$ cat config.mk
export PLATFORM = sky130hd
export DESIGN_NAME = pwm_ctrl
export DESIGN_NICKNAME = d
export VERILOG_FILES = /design/src/rtl/pwm_ctrl.sv
export SDC_FILE = /design/constraint.sdc
export NUM_CORES = 1
export LEC_CHECK = 0
export BUFFER_PORTS_ARGS = -buffer_cell sky130_fd_sc_hd__buf_2
export CORE_MARGIN = 1.5
export CORE_UTILIZATION = 23
export CTS_CLUSTER_DIAMETER = 30
export DETAILED_ROUTE_END_ITERATION = 16
export GPL_TIMING_DRIVEN = 0
export HOLD_SLACK_MARGIN = 0.02
export PLACE_DENSITY = 0.49
export SYNTH_ARGS = -nofsm -noshare
export SYNTH_HDL_FRONTEND = slang
export SYNTH_SLANG_ARGS = --single-unit
$ cat constraint.sdc
create_clock -name clk_in -period 4.8 [get_ports clk_in]
set_clock_uncertainty 0.2 [all_clocks]
set_input_delay 0.96 -clock clk_in [delete_from_list [all_inputs] [get_ports clk_in]]
set_output_delay 0.96 -clock clk_in [all_outputs]
set_load 0.02 [all_outputs]
$ cat src/rtl/pwm_ctrl.sv
// PWM bank with shared prescaled timebase and boundary-synchronised shadow registers.
// Optional read path enabled by defining PWM_CTRL_READBACK_EN.
module pwm_ctrl #(
    parameter int          CHANNELS       = 4,
    parameter logic [15:0] PRESCALE_RESET = 16'd46874
) (
    input  logic                clk_in,
    input  logic                rst_n_in,
    input  logic                wr_valid,
    output logic                wr_ready,
    input  logic [7:0]          wr_addr,
    input  logic [7:0]          wr_data,
    input  logic                rd_en,
    input  logic [7:0]          rd_addr,
    output logic [7:0]          rd_data,
    output logic                rd_valid,
    output logic [CHANNELS-1:0] pwm_out,
    output logic                period_start
);

    localparam logic [7:0] ADDR_CTRL   = 8'h00;
    localparam logic [7:0] ADDR_PRE_LO = 8'h01;
    localparam logic [7:0] ADDR_PRE_HI = 8'h02;
    localparam logic [7:0] ADDR_DUTY   = 8'h10;

    logic                en_q, en_d;
    logic [7:0]          hold_q, hold_d;
    logic [15:0]         pre_shadow_q, pre_shadow_d;
    logic [15:0]         pre_active_q, pre_active_d;
    logic [15:0]         pre_cnt_q, pre_cnt_d;
    logic [7:0]          per_cnt_q, per_cnt_d;
    logic [7:0]          duty_shadow_q [CHANNELS];
    logic [7:0]          duty_shadow_d [CHANNELS];
    logic [7:0]          duty_active_q [CHANNELS];
    logic [7:0]          duty_active_d [CHANNELS];
    logic [CHANNELS-1:0] pwm_q, pwm_d;
    logic                pstart_q;

    logic tick, boundary, wr_fire;

    assign tick     = en_q && (pre_cnt_q == pre_active_q);
    assign boundary = tick && (per_cnt_q == 8'hFF);
    assign wr_ready = !boundary;
    assign wr_fire  = wr_valid && wr_ready;

    always_comb begin
        en_d          = en_q;
        hold_d        = hold_q;
        pre_shadow_d  = pre_shadow_q;
        duty_shadow_d = duty_shadow_q;
        if (wr_fire) begin
            unique case (1'b1)
                (wr_addr == ADDR_CTRL):   en_d = wr_data[0];
                (wr_addr == ADDR_PRE_LO): hold_d = wr_data;
                (wr_addr == ADDR_PRE_HI): pre_shadow_d = {wr_data, hold_q};
                default: ;
            endcase
            for (int ch = 0; ch < CHANNELS; ch++)
                if (wr_addr == ADDR_DUTY + 8'(ch)) duty_shadow_d[ch] = wr_data;
        end
    end

    always_comb begin
        pre_active_d  = pre_active_q;
        duty_active_d = duty_active_q;
        pre_cnt_d     = pre_cnt_q;
        per_cnt_d     = per_cnt_q;
        if (!en_q || boundary) begin
            pre_active_d  = pre_shadow_q;
            duty_active_d = duty_shadow_q;
        end
        if (!en_d) begin
            pre_cnt_d = '0;
            per_cnt_d = '0;
        end else if (tick) begin
            pre_cnt_d = '0;
            per_cnt_d = per_cnt_q + 8'd1;
        end else if (en_q) begin
            pre_cnt_d = pre_cnt_q + 16'd1;
        end
        // Built from next state so pwm_out lines up with the period_start pulse
        for (int ch = 0; ch < CHANNELS; ch++)
            pwm_d[ch] = en_d && (per_cnt_d < duty_active_d[ch]);
    end

    always_ff @(posedge clk_in or negedge rst_n_in) begin
        if (!rst_n_in) begin
            en_q          <= 1'b0;
            hold_q        <= '0;
            pre_shadow_q  <= PRESCALE_RESET;
            pre_active_q  <= PRESCALE_RESET;
            pre_cnt_q     <= '0;
            per_cnt_q     <= '0;
            duty_shadow_q <= '{default: '0};
            duty_active_q <= '{default: '0};
            pwm_q         <= '0;
            pstart_q      <= 1'b0;
        end else begin
            en_q          <= en_d;
            hold_q        <= hold_d;
            pre_shadow_q  <= pre_shadow_d;
            pre_active_q  <= pre_active_d;
            pre_cnt_q     <= pre_cnt_d;
            per_cnt_q     <= per_cnt_d;
            duty_shadow_q <= duty_shadow_d;
            duty_active_q <= duty_active_d;
            pwm_q         <= pwm_d;
            pstart_q      <= boundary;
        end
    end

    assign pwm_out      = pwm_q;
    assign period_start = pstart_q;

`ifdef PWM_CTRL_READBACK_EN
    logic [7:0] rd_data_q, rd_data_d;
    logic       rd_valid_q;

    always_comb begin
        rd_data_d = '0;
        unique case (1'b1)
            (rd_addr == ADDR_CTRL):   rd_data_d = {7'd0, en_q};
            (rd_addr == ADDR_PRE_LO): rd_data_d = pre_shadow_q[7:0];
            (rd_addr == ADDR_PRE_HI): rd_data_d = pre_shadow_q[15:8];
            default: ;
        endcase
        for (int ch = 0; ch < CHANNELS; ch++)
            if (rd_addr == ADDR_DUTY + 8'(ch)) rd_data_d = duty_shadow_q[ch];
    end

    always_ff @(posedge clk_in or negedge rst_n_in) begin
        if (!rst_n_in) begin
            rd_data_q  <= '0;
            rd_valid_q <= 1'b0;
        end else begin
            rd_valid_q <= rd_en;
            if (rd_en) rd_data_q <= rd_data_d;
        end
    end

    assign rd_data  = rd_data_q;
    assign rd_valid = rd_valid_q;
`else
    logic unused_rd;
    assign unused_rd = ^{rd_en, rd_addr};
    assign rd_data   = '0;
    assign rd_valid  = 1'b0;
`endif

endmodule

[Yosys cells after proc, flatten, opt, wreduce, memory -nomap -nowiden]
Cells that the tools add are included.
Cells by class
  $add $sub $neg: 2
  $lt $le $gt $ge: 4
  equal/unequal tests: 9
  multiplexer cells: 8
  reductions and logical operators: 17
Operators with widths (number)
  $mux W16: 3
  $eq A8 B5 Y1 const B: 4
  $lt A8 B8 Y1: 4
  $mux W32: 1
  $add A16 B1 Y16 const B: 1
  $eq A16 B16 Y1: 1
  $mux W8: 2
  $reduce_and A2 Y1: 6
  $add A8 B1 Y8 const B: 1
  $eq A8 B1 Y1 const B: 1
  $eq A8 B2 Y1 const B: 1
  $eq A8 B8 Y1 const B: 1
  $logic_not A8 Y1: 1
  $logic_and A1 B1 Y1: 7
  $ne A3 B2 Y1 const B: 1
  $logic_not A1 Y1: 2
  $mux W1: 2
  $logic_or A1 B1 Y1: 1
Word-level totals
  register bits after elaboration: 134
  output and inout bits: 15

[Depth between registers and ports, before layout]
Gate-level depths: netlist of run 1.
  depth after elaboration: 9
  gate-level depth with buffers: 15

[Least setup slack after synthesis of run 1]
Ideal clock, no wire load.
  kind: input-to-reg
  from: in wr_addr[2]
  to: reg pwm_q[3], in the netlist pwm_out[3]
  library setup time: 99 ps
  arrival: 3743 ps
  data required time: 4501 ps
  setup slack: 758 ps
  stages: 13
  buffers on the path: 1
  path through: or4_4 -> nor4b_4 -> nand2_1 -> mux2i_1 -> buf_2 -> nor2_1 -> ha_1 -> nand3_1 -> nor2_1 -> a221oi_1 -> o21ai_0 -> a31o_2 -> a311oi_1
Between the ends
  cells in the longest elaborated chain, start to end: 6
RTL lines
  from (decl): RTL line 11  | input logic [7:0] wr_addr,
  $logic_not A8 Y1: RTL line 53  | (wr_addr == ADDR_CTRL): en_d = wr_data[0];
  $mux W1: RTL line 52  | unique case (1'b1)
  $mux W1: RTL line 51  | if (wr_fire) begin
  $mux W8: RTL line 72  | if (!en_d) begin
  via per_cnt_d[7]: RTL line 31  | logic [7:0] per_cnt_q, per_cnt_d;
  $lt A8 B8 Y1: RTL line 83  | pwm_d[ch] = en_d && (per_cnt_d < duty_active_d[ch]);
  $logic_and A1 B1 Y1: RTL line 83
  via pwm_d[3]: RTL line 36  | logic [CHANNELS-1:0] pwm_q, pwm_d;
  to (signal assigned): RTL line 107  | pwm_q <= pwm_d;
  to (decl): RTL line 36
The timed path passes the listed nets, and every way through them passes these cells.
A chain may end at the register's enable or synchronous reset.

[Worst setup path in the final report of run 1]
  from: in wr_addr[2]
  to: reg pwm_q[1], in the netlist pwm_out[1]
Same word-level chain as after synthesis.

==> results of run 1 <==
[cells by family after synthesis]
kind of cell / Yosys count / share of synthesized area [%]
adder cells (fa/ha/maj): 30 / 5.83
AND/OR/NAND/NOR: 109 / 10.5
AO/OA/AOI/OAI: 46 / 5.03
other: 1 / 0.0582
XOR/XNOR: 28 / 3.92
flip-flops: 134 / 52.4
buffers and inverters: 65 / 4.88
multiplexers: 103 / 17.3
[area by class of cell]
type	count	share of cell area, %
plain buffers	21	1.93
clock buffers	20	5.92
clock inverters	12	1.98
inverters	44	2.14
multi-input cells	325	36.1
flip-flops and latches	134	43.8
well taps	378	6.13
repair buffers	25	2.00
[tightest hold or removal path, stage by stage (launching register included)]
cell     delay (ns)
dfrtp_1        0.32
mux2i_1        0.08
inv_1          0.06
[layer usage]
layer | global-route usage, % | wire [um] | up-vias
li1 | - | - | 1890
met1 | 13.9 | 7090 | 1933
met4 | 4.12 | 197 | 2
met3 | 2.33 | 353 | 18
met5 | 0 | 14 | -
met2 | 16.5 | 6280 | 49
[power by group through the flow]
stage	clock, uW	combinational, uW	sequential (uW)
6_report	1320	182	1190
5_1_grt	1410	206	1190
4_1_cts	1360	187	1190
3_5_place_dp	0	187	1210
3_3_place_gp	0	182	1210
2_1_floorplan	0	111	1200
[flip-flops by register name (all words and copies together), names as in the netlist]
signal and flops:
hold_q 8, per_cnt_q 8, pre_active_q 16, en_q 1, duty_shadow_q 32, duty_active_q 32, pwm_out 4, period_start 1
pre_cnt_q 16, pre_shadow_q 16
[cells in the mapped netlist (all sizes together), types with 12 or more instances]
| master | count |
|---|---|
| mux2i | 34 |
| nor2 | 27 |
| dfstp | 18 |
| mux2 | 69 |
| o21ai | 12 |
| inv | 44 |
| nand2 | 24 |
| ha | 30 |
| nand3 | 21 |
| dfrtp | 116 |
| buf | 19 |
| xnor2 | 20 |
[stage by stage]
step	power [uW]	setup slack [ns]	cell area (um^2)
2_1_floorplan	1320	0.758	6470
3_3_place_gp	1390	-0.157	7060
3_5_place_dp	1390	-0.0711	7100
4_1_cts	2730	0.314	7710
5_1_grt	2800	0.0734	7710
6_report	2690	0.382	7710
[worst max path at each step]
| stage | endpoint | depth (start not counted) |
|---|---|---|
| 5_1_grt | pwm_out[1] | 15 |
| 3_5_place_dp | pwm_out[2] | 14 |
| 4_1_cts | pwm_out[1] | 14 |
| 3_3_place_gp | pwm_out[1] | 14 |
| 2_1_floorplan | pwm_out[3] | 13 |
| 6_report | pwm_out[1] | 14 |
==> flow_summary_export.csv, run 1 <==
group,metric,value,unit
worst_setup_path,rr_startpoint,"pre_active_q[8]",
cells_and_area,layout_common_cells,"dfrtp_1 (116), mux2_2 (68), inv_1 (44)",
worst_hold_path,hold_path_end,"duty_active_q[15]",
sta,fin_crit_sh,92.0,%
sta,fmax,226,MHz
grt,grtUsageTotal,10.5,%
worst_setup_path,r2r_end,"pwm_out[1]",
cells_and_area,fin_cells,959,
routing,drt_wl_total,13900,um
power,p_comb_share,6.8,%
cells_and_area,drive_gt1_share,31.7,%
grt,grt_max_degree,80,
clock_tree,cts_buffers,17,
sta,slew_viol_final,0,
logic_synthesis,ys_seq_area_share,52.4,%
logic_synthesis,synth_top_area_share,45.1,%
die,dieArea,29000,um^2
cells_and_area,final_common_cell,"dfrtp_1",
grt,antenna_found_initial,2,
worst_setup_path,max_stage_delay,0.58,ns
sta,rsz0062_at_grt,"no",
logic_synthesis,synthCells,516,
clock_tree,htree_levels,4,
placed_design,dp_hpwl,9790,um
routing,wl_per_cell,14.5,um
placed_design,dpl.cell_count,927,
routing,vias,3892,
worst_setup_path,path_delay_family,"simple AND/OR/NAND/NOR gates",
placed_design,gp_congestion,0.737,
logic_synthesis,ys_types,51,
routing,drt_iter0_drc,170,
cells_and_area,synthToLayoutAreaGrowth,19.8,%
clock_tree,cts.sinks,134,
clock_tree,ctsHoldBuffers,0,
worst_setup_path,rrSetupSlack,0.42,ns
logic_synthesis,synth_top_area_cell,"dfrtp_1",
worst_setup_path,cp_max_fo,10,
logic_synthesis,ys_seq_elements,134,
power,p_seq_share,44.1,%
sta,hold_slack,0.280,ns
worst_setup_path,path_cells,"buf_2 > or4_4 > nor4b_4 > nand2_1 > mux2i_1 > buf_2 > nor2_1 > ha_1 > nand3_1 > nor2_1 > a221oi_1 > o21ai_0 > a31o_2 > a311oi_1",
clock_tree,postCtsSetupBuffers,0,
cells_and_area,seqCellArea,3380,um^2
grt,grt_first_pass_wirelength,22600,um
clock_tree,cts_resized,0,
power,power_switching,611,uW
die,rows,61,
logic_synthesis,synth_ff_type,"dfrtp_1",
power,internal-power,2080,uW
run,max-cap-violations,0,
power,switching_share,22.7,%
power,ir_worst_vdd,0.173,mV
worst_hold_path,hold_depth,2,
logic_synthesis,syn_avg_cell_area,12.5,um^2
cells_and_area,multi_input_area,2790,um^2
sta,max_slew.worst_pin.slew,0.721,ns
routing,drtAntennaViolNets,0,
sta,hold_viol_final,0,
die,start_util,23.2,%
worst_hold_path,hold_path_startpoint,"duty_active_q[15]",
power,powerDensity,349,nW/um^2
power,p_clk_share,49.1,%
sta,slew_headroom,51.8,%
worst_setup_path,end_kind,"register",
clock_tree,path_clk_slew,0.06,ns
clock_tree,clk_path_buf_depth,2,
sta,setup-violations-final,0,
die,io_pins,43,
die,die_y,170,um
die,core_area,27700,um^2
worst_setup_path,crit_required,4.89,ns
clock_tree,cts_tree,"yes",
worst_setup_path,crit_path_top_delay_cell,"or4_4",
worst_setup_path,crit_path_start,"wr_addr[2]",
clock_tree,clk_latency,0.41,ns
cells_and_area,n_fill_cell,2850,
worst_setup_path,worstSetupPathType,"primary input to register",
worst_setup_path,r2r_cells,15,
routing,vias_per_cell,4.06,
worst_setup_path,crit_path_start_kind,"primary input",
run_status,outcome,"finished, final reports clean",
logic_synthesis,synthTopCellsByArea,"dfrtp_1 (45%), mux2_2 (12%), dfstp_2 (7.3%), ha_1 (5.8%), mux2i_1 (5.3%)",
grt,grt_pass1_vias,4105,
sta,min_period,4.42,ns
clock_tree,root_buffer,"clkbuf_16",
sta,tns,0,ns
grt,grt_overflow_total,0,
routing,post-route-drc-count,0,
cells_and_area,utilization,27.8,%
logic_synthesis,yosysWarnings,0,
placed_design,port_buffers,24,
worst_setup_path,crit_arrival,4.51,ns
cells_and_area,final_nets,626,
power,leakagePower,0.00400,uW
cells_and_area,antenna_cells,0,
worst_hold_path,hp-class,"register to register",
logic_synthesis,synth-edff-count,0,
logic_synthesis,synth.cell_area,6440,um^2
die,die-width,170,um
worst_setup_path,cp.buffers_inverters,2,
routing,first_pass_iters,4,
logic_synthesis,async_reset_ff_share,100,%
Note: power is estimated with default switching activity, not from simulation.
==> run 2: changes to the inputs <==
--- a/config.mk
+++ b/config.mk
@@ -7,12 +7,12 @@
 export LEC_CHECK = 0
 export BUFFER_PORTS_ARGS = -buffer_cell sky130_fd_sc_hd__buf_2
 export CORE_MARGIN = 1.5
-export CORE_UTILIZATION = 23
+export CORE_UTILIZATION = 60
 export CTS_CLUSTER_DIAMETER = 30
 export DETAILED_ROUTE_END_ITERATION = 16
 export GPL_TIMING_DRIVEN = 0
 export HOLD_SLACK_MARGIN = 0.02
-export PLACE_DENSITY = 0.49
+export PLACE_DENSITY = 0.91
 export SYNTH_ARGS = -nofsm -noshare
 export SYNTH_HDL_FRONTEND = slang
 export SYNTH_SLANG_ARGS = --single-unit
==> run 2 against run 1 <==
  * Wire length up 11%
  * Fmax down 5.5%
  * Count of clock-buffer cells in the layout is the same
  * Critical path depth up 1
  * Setup slack worse by 0.26 ns
  * Register-to-register slack got worse by 0.30 ns
  * Die area is 61% lower
  * First-iteration DRC count up 110%
  * Final area fell by 3.3%
  * Global-route usage is 19 points higher
  * Critical endpoint is now pwm_out[2]
  * Sequential share of layout area rose by 1.5 points
==> flow_summary_export.csv, run 2 (synthesis gave the netlist of run 1 again) <==
group,metric,value,unit
run_status,outcome,"finished, final reports clean",
routing,post-route-drc-count,0,
routing,wl_per_cell,21.6,um
routing,first_pass_iters,5,
sta,slew_headroom,54.1,%
placed_design,dpl_worst_slack,0.0861,ns
power,total_power,2800,uW
clock_tree,root_buffer,"clkbuf_8",
worst_hold_path,hp-class,"primary input to asynchronous set/reset pin",
placed_design,dp_hpwl,9400,um
sta,tns,0,ns
die,rows,37,
routing,vias_per_cell,6.16,
sta,layout_setup_ws,0.125,ns
routing,vias,4420,
cells_and_area,layout_common_cells,"dfrtp_1 (116), mux2_2 (68), inv_1 (44)",
placed_design,port_buffers,24,
cells_and_area,reg_top3,"duty_active_q (32), duty_shadow_q (32)",
power,powerDensity,376,nW/um^2
run,max-cap-violations,0,
cells_and_area,synthToLayoutAreaGrowth,15.8,%
grt,grt_overflow_total,0,
worst_setup_path,worstSetupPathType,"register to register",
grt,grt_pass1_vias,4692,
power,leakagePower,0.00402,uW
die,core_area,10400,um^2
grt,antenna_found_initial,0,
sta,fin_crit_sh,97.4,%
sta,fmax,214,MHz
clock_tree,htree_levels,4,
clock_tree,clk_path_buf_depth,2,
clock_tree,cts_buffers,17,
worst_setup_path,cp_max_fo,10,
clock_tree,path_clk_slew,0.06,ns
clock_tree,cts.sinks,134,
cells_and_area,final_common_cell,"dfrtp_1",
sta,hold_viol_final,0,
cells_and_area,drive_gt1_share,31.8,%
grt,grtUsageTotal,29.1,%
worst_setup_path,crit_required,4.98,ns
routing,drtAntennaViolNets,0,
worst_setup_path,crit_arrival,4.86,ns
grt,grt_first_pass_wirelength,24500,um
placed_design,gp_congestion,0.916,
worst_setup_path,crit_path_start_kind,"register",
die,dieArea,11400,um^2
clock_tree,clk_latency,0.53,ns
clock_tree,cts_tree,"yes",
cells_and_area,final_nets,626,
sta,min_period,4.68,ns
grt,grt_max_degree,78,
sta,max_slew.worst_pin.slew,0.687,ns
die,die-width,107,um
worst_setup_path,end_kind,"register",
cells_and_area,antenna_cells,0,
routing,drt_wl_total,15500,um
power,ir_worst_vdd,0.230,mV
die,die_y,107,um
die,start_util,62.1,%
routing,drt_iter0_drc,351,
sta,rsz0062_at_grt,"no",
die,io_pins,43,
sta,setup-violations-final,0,
sta,slew_viol_final,0,
run 2: cell types whose count changed in the layout (fill, tap and decap cells not counted), sizes merged:
cell	before	now
bufinv	3	5
clkinv	5	3
run 2: cell type report:
cell class	count	area, um^2
multi-input combinational	325	2790
fill	613	2910
buffer	21	149
tap	136	170
sequential	134	3380
clock inverter	12	199
inverter	44	165
timing repair buffer	25	154
clock buffer	20	455
run 2: per-stage QoR:
stage	cell area, um^2	hold WS (ns)	utilization, %	cells
after global placement	6760	0.266	65.2	684
after CTS	7450	0.200	71.8	717
after floorplan	6470	0.244	-	524
after detailed placement	6800	0.278	65.5	685
final	7460	0.190	71.9	717
after global routing	7460	0.222	71.9	717
run 2: layer usage:
metal  GRT usage, %  up-vias  wire length (um)
met2           49.5      256              7720
met3           6.99       68              1040
met4           16.0        0               759
met1           33.9     2207              5940
met5              0        -                 0
li1               -     1889                 -
run 2: where the power goes:
| part | total, uW | internal, uW | switching [uW] |
|---|---|---|---|
| registers | 1190 | 1170 | 19.3 |
| logic | 193 | 69.8 | 123 |
| clock network | 1420 | 936 | 479 |
| total | 2800 | 2180 | 622 |
run 2: final timing paths:
check / slack (ns) / from / depth (start not counted) / to
worst min-delay path: 0.19 / rst_n_in / 1 / duty_active_q[22]
min in group clk_in: 0.29 / duty_active_q[2] / 2 / duty_active_q[2]
max in group asynchronous: 3.41 / rst_n_in / 2 / pre_active_q[8]
worst max-delay path: 0.12 / pre_cnt_q[9] / 15 / pwm_out[2]
worst min register to register: 0.29 / duty_active_q[2] / 2 / duty_active_q[2]
worst max register to register: 0.12 / pre_cnt_q[9] / 15 / pwm_out[2]
run 2: worst max-delay path, cell delays in order (launching register included):
cell and delay, ns:
dfrtp_1 0.45, nand2b_1 0.19, o2111ai_2 0.22, nor4_4 0.47, nand4_4 0.24, nand2_1 0.14
mux2i_1 0.41, buf_2 0.31, nor2_1 0.17, ha_1 0.33, nand3_1 0.14, nor2_1 0.09
a221oi_1 0.36, o21ai_0 0.16, a31o_2 0.24, a311oi_1 0.40
run 2: timing repair:
action	CTS	global route
buffers inserted	0	0
resized for setup	0	1
endpoints found under the setup margin	0	1
hold buffers	0	0
==> run 3: changes to the inputs <==
--- a/config.mk
+++ b/config.mk
@@ -6,6 +6,7 @@
 export NUM_CORES = 1
 export LEC_CHECK = 0
 export BUFFER_PORTS_ARGS = -buffer_cell sky130_fd_sc_hd__buf_2
+export CORE_ASPECT_RATIO = 0.7
 export CORE_MARGIN = 1.5
 export CORE_UTILIZATION = 60
 export CTS_CLUSTER_DIAMETER = 30
==> run 3 against run 2 <==
  * Via count fell by 3.6%
  * Core utilization shrank 1.1 points
  * Count of clock-buffer cells in the layout is 1 lower
  * Critical path depth shrank 1
  * Die area about the same
  * Hold slack better by 0.097 ns
  * Critical endpoint unchanged
  * Largest cell class unchanged
  * Highest routed layer unchanged
==> flow_summary_export.csv, run 3 (synthesis gave the netlist of run 1 again) <==
group,metric,value,unit
routing,post-route-drc-count,0,
die,die_y,89.7,um
die,dieArea,11400,um^2
clock_tree,htree_levels,4,
worst_setup_path,end_kind,"register",
sta,fin_crit_sh,98.1,%
placed_design,gp_congestion,0.897,
cells_and_area,reg_top3,"duty_active_q (32), duty_shadow_q (32)",
worst_hold_path,hp-class,"register to register",
routing,vias_per_cell,5.98,
clock_tree,path_clk_slew,0.06,ns
worst_setup_path,crit_path_start,"wr_addr[2]",
worst_setup_path,cp_max_fo,10,
cells_and_area,drive_gt1_share,32.0,%
routing,drt_wl_total,14700,um
clock_tree,cts_buffers,17,
cells_and_area,n_fill_cell,656,
cells_and_area,layout_common_cells,"dfrtp_1 (116), mux2_2 (68), inv_1 (44)",
worst_setup_path,rr_startpoint,"pre_active_q[9]",
clock_tree,cts_tree,"yes",
cells_and_area,antenna_cells,0,
cells_and_area,utilization,70.8,%
worst_setup_path,crit_end,"pwm_out[2]",
clock_tree,clk_path_buf_depth,2,
grt,grt_overflow_total,0,
grt,grt_first_pass_wirelength,23400,um
worst_setup_path,crit_path_start_kind,"primary input",
grt,grtUsageTotal,28.1,%
run_status,outcome,"finished, final reports clean",
sta,fmax,212,MHz
grt,grt_pass1_vias,4491,
worst_setup_path,r2r_end,"pwm_out[2]",
die,core_area,10400,um^2
worst_setup_path,crit_arrival,4.81,ns
sta,rsz0062_at_grt,"no",
die,rows,31,
cells_and_area,final_nets,626,
grt,antenna_found_initial,0,
run,max-cap-violations,0,
sta,setup-violations-final,0,
worst_setup_path,worstSetupPathType,"primary input to register",
routing,drt_iter0_drc,253,
placed_design,dp_hpwl,9920,um
routing,wl_per_cell,20.7,um
clock_tree,cts.sinks,134,
placed_design,dpl-instance-area,6790,um^2
routing,first_pass_iters,8,
die,io_pins,43,
worst_setup_path,crit_required,4.90,ns
clock_tree,clk_latency,0.42,ns
sta,hold_viol_final,0,
worst_setup_path,r2r_cells,14,
clock_tree,postCtsSetupBuffers,0,
clock_tree,root_buffer,"clkbuf_16",
sta,slew_viol_final,0,
cells_and_area,multi_input_area,2790,um^2
routing,drtAntennaViolNets,0,
grt,grt_max_degree,71,
power,powerDensity,353,nW/um^2
worst_setup_path,rrSetupSlack,0.12,ns
power,ir_worst_vdd,0.260,mV
die,die-width,127,um
die,start_util,62.0,%
sta,slew_headroom,56.7,%
sta,max_slew.worst_pin.slew,0.649,ns
cells_and_area,final_common_cell,"dfrtp_1",
power,leakagePower,0.00398,uW
placed_design,port_buffers,24,
cells_and_area,synthToLayoutAreaGrowth,14.3,%
routing,vias,4261,
sta,min_period,4.71,ns
cells_and_area,seqCellArea,3380,um^2
cells_and_area,fin_area,7360,um^2
[run 3: worst min path at each step]
stage          slack, ns              start           endpoint  cells after the start
2_1_floorplan       0.24    pre_shadow_q[2]    pre_active_q[2]                      2
4_1_cts             0.29  duty_active_q[12]  duty_active_q[12]                      2
6_report            0.29  duty_active_q[12]  duty_active_q[12]                      2
3_3_place_gp        0.27    pre_shadow_q[5]    pre_active_q[5]                      2
5_1_grt             0.32          hold_q[7]    pre_shadow_q[7]                      1
3_5_place_dp        0.28  duty_active_q[12]  duty_active_q[12]                      2
[run 3: per-stage QoR]
stage               std cells  total power, uW  TNS (ns)  hold WS [ns]  setup WS [ns]
finish                    713             2590         0         0.287         0.0914
global route              713             2680         0         0.315         0.0224
CTS                       713             2600         0         0.290          0.237
detailed placement        681             1390    -0.206         0.278         -0.128
global placement          680             1380         0         0.269         0.0290
floorplan                 524             1320         0         0.244          0.758
[run 3: where the power goes]
| group | leakage, uW | total, uW | internal [uW] | switching [uW] |
|---|---|---|---|---|
| logic | 0.00192 | 191 | 69.8 | 121 |
| registers | 0.00179 | 1190 | 1170 | 18.4 |
| clock network | 0.000270 | 1210 | 733 | 480 |
[run 3: area by class of cell]
cell class | instances | share of cell area (%)
Tap cell | 132 | 2.24
Inverter | 44 | 2.24
Clock inverter | 13 | 1.46
Buffer | 21 | 2.02
Sequential cell | 134 | 45.9
Clock buffer | 19 | 6.15
Timing Repair Buffer | 25 | 2.09
Multi-Input combinational cell | 325 | 37.9
[run 3: worst max-delay path, stage by stage]
cell and delay (ns):
buf_2 0.10, or4_4 0.59, nor4b_4 0.33, nand2_1 0.11, mux2i_1 0.23, buf_2 0.26
nor2_1 0.45, ha_1 0.36, nand3_1 0.15, nor2_1 0.12, a221oi_1 0.41, o21ai_0 0.19
a31o_2 0.25, a311oi_1 0.31
[run 3: routing by layer]
layer | global-route usage (%) | up-vias | share of wire [%]
met1 | 37.6 | 2154 | 45
met2 | 43.4 | 179 | 45
met3 | 8.89 | 34 | 8.2
met4 | 11.7 | 0 | 1.9
met5 | 0 | - | 0
li1 | - | 1894 | -
[run 3: what timing repair did]
action                     CTS  global route
resized for setup            0             2
hold buffers                 0             0
setup endpoints to repair    0             1
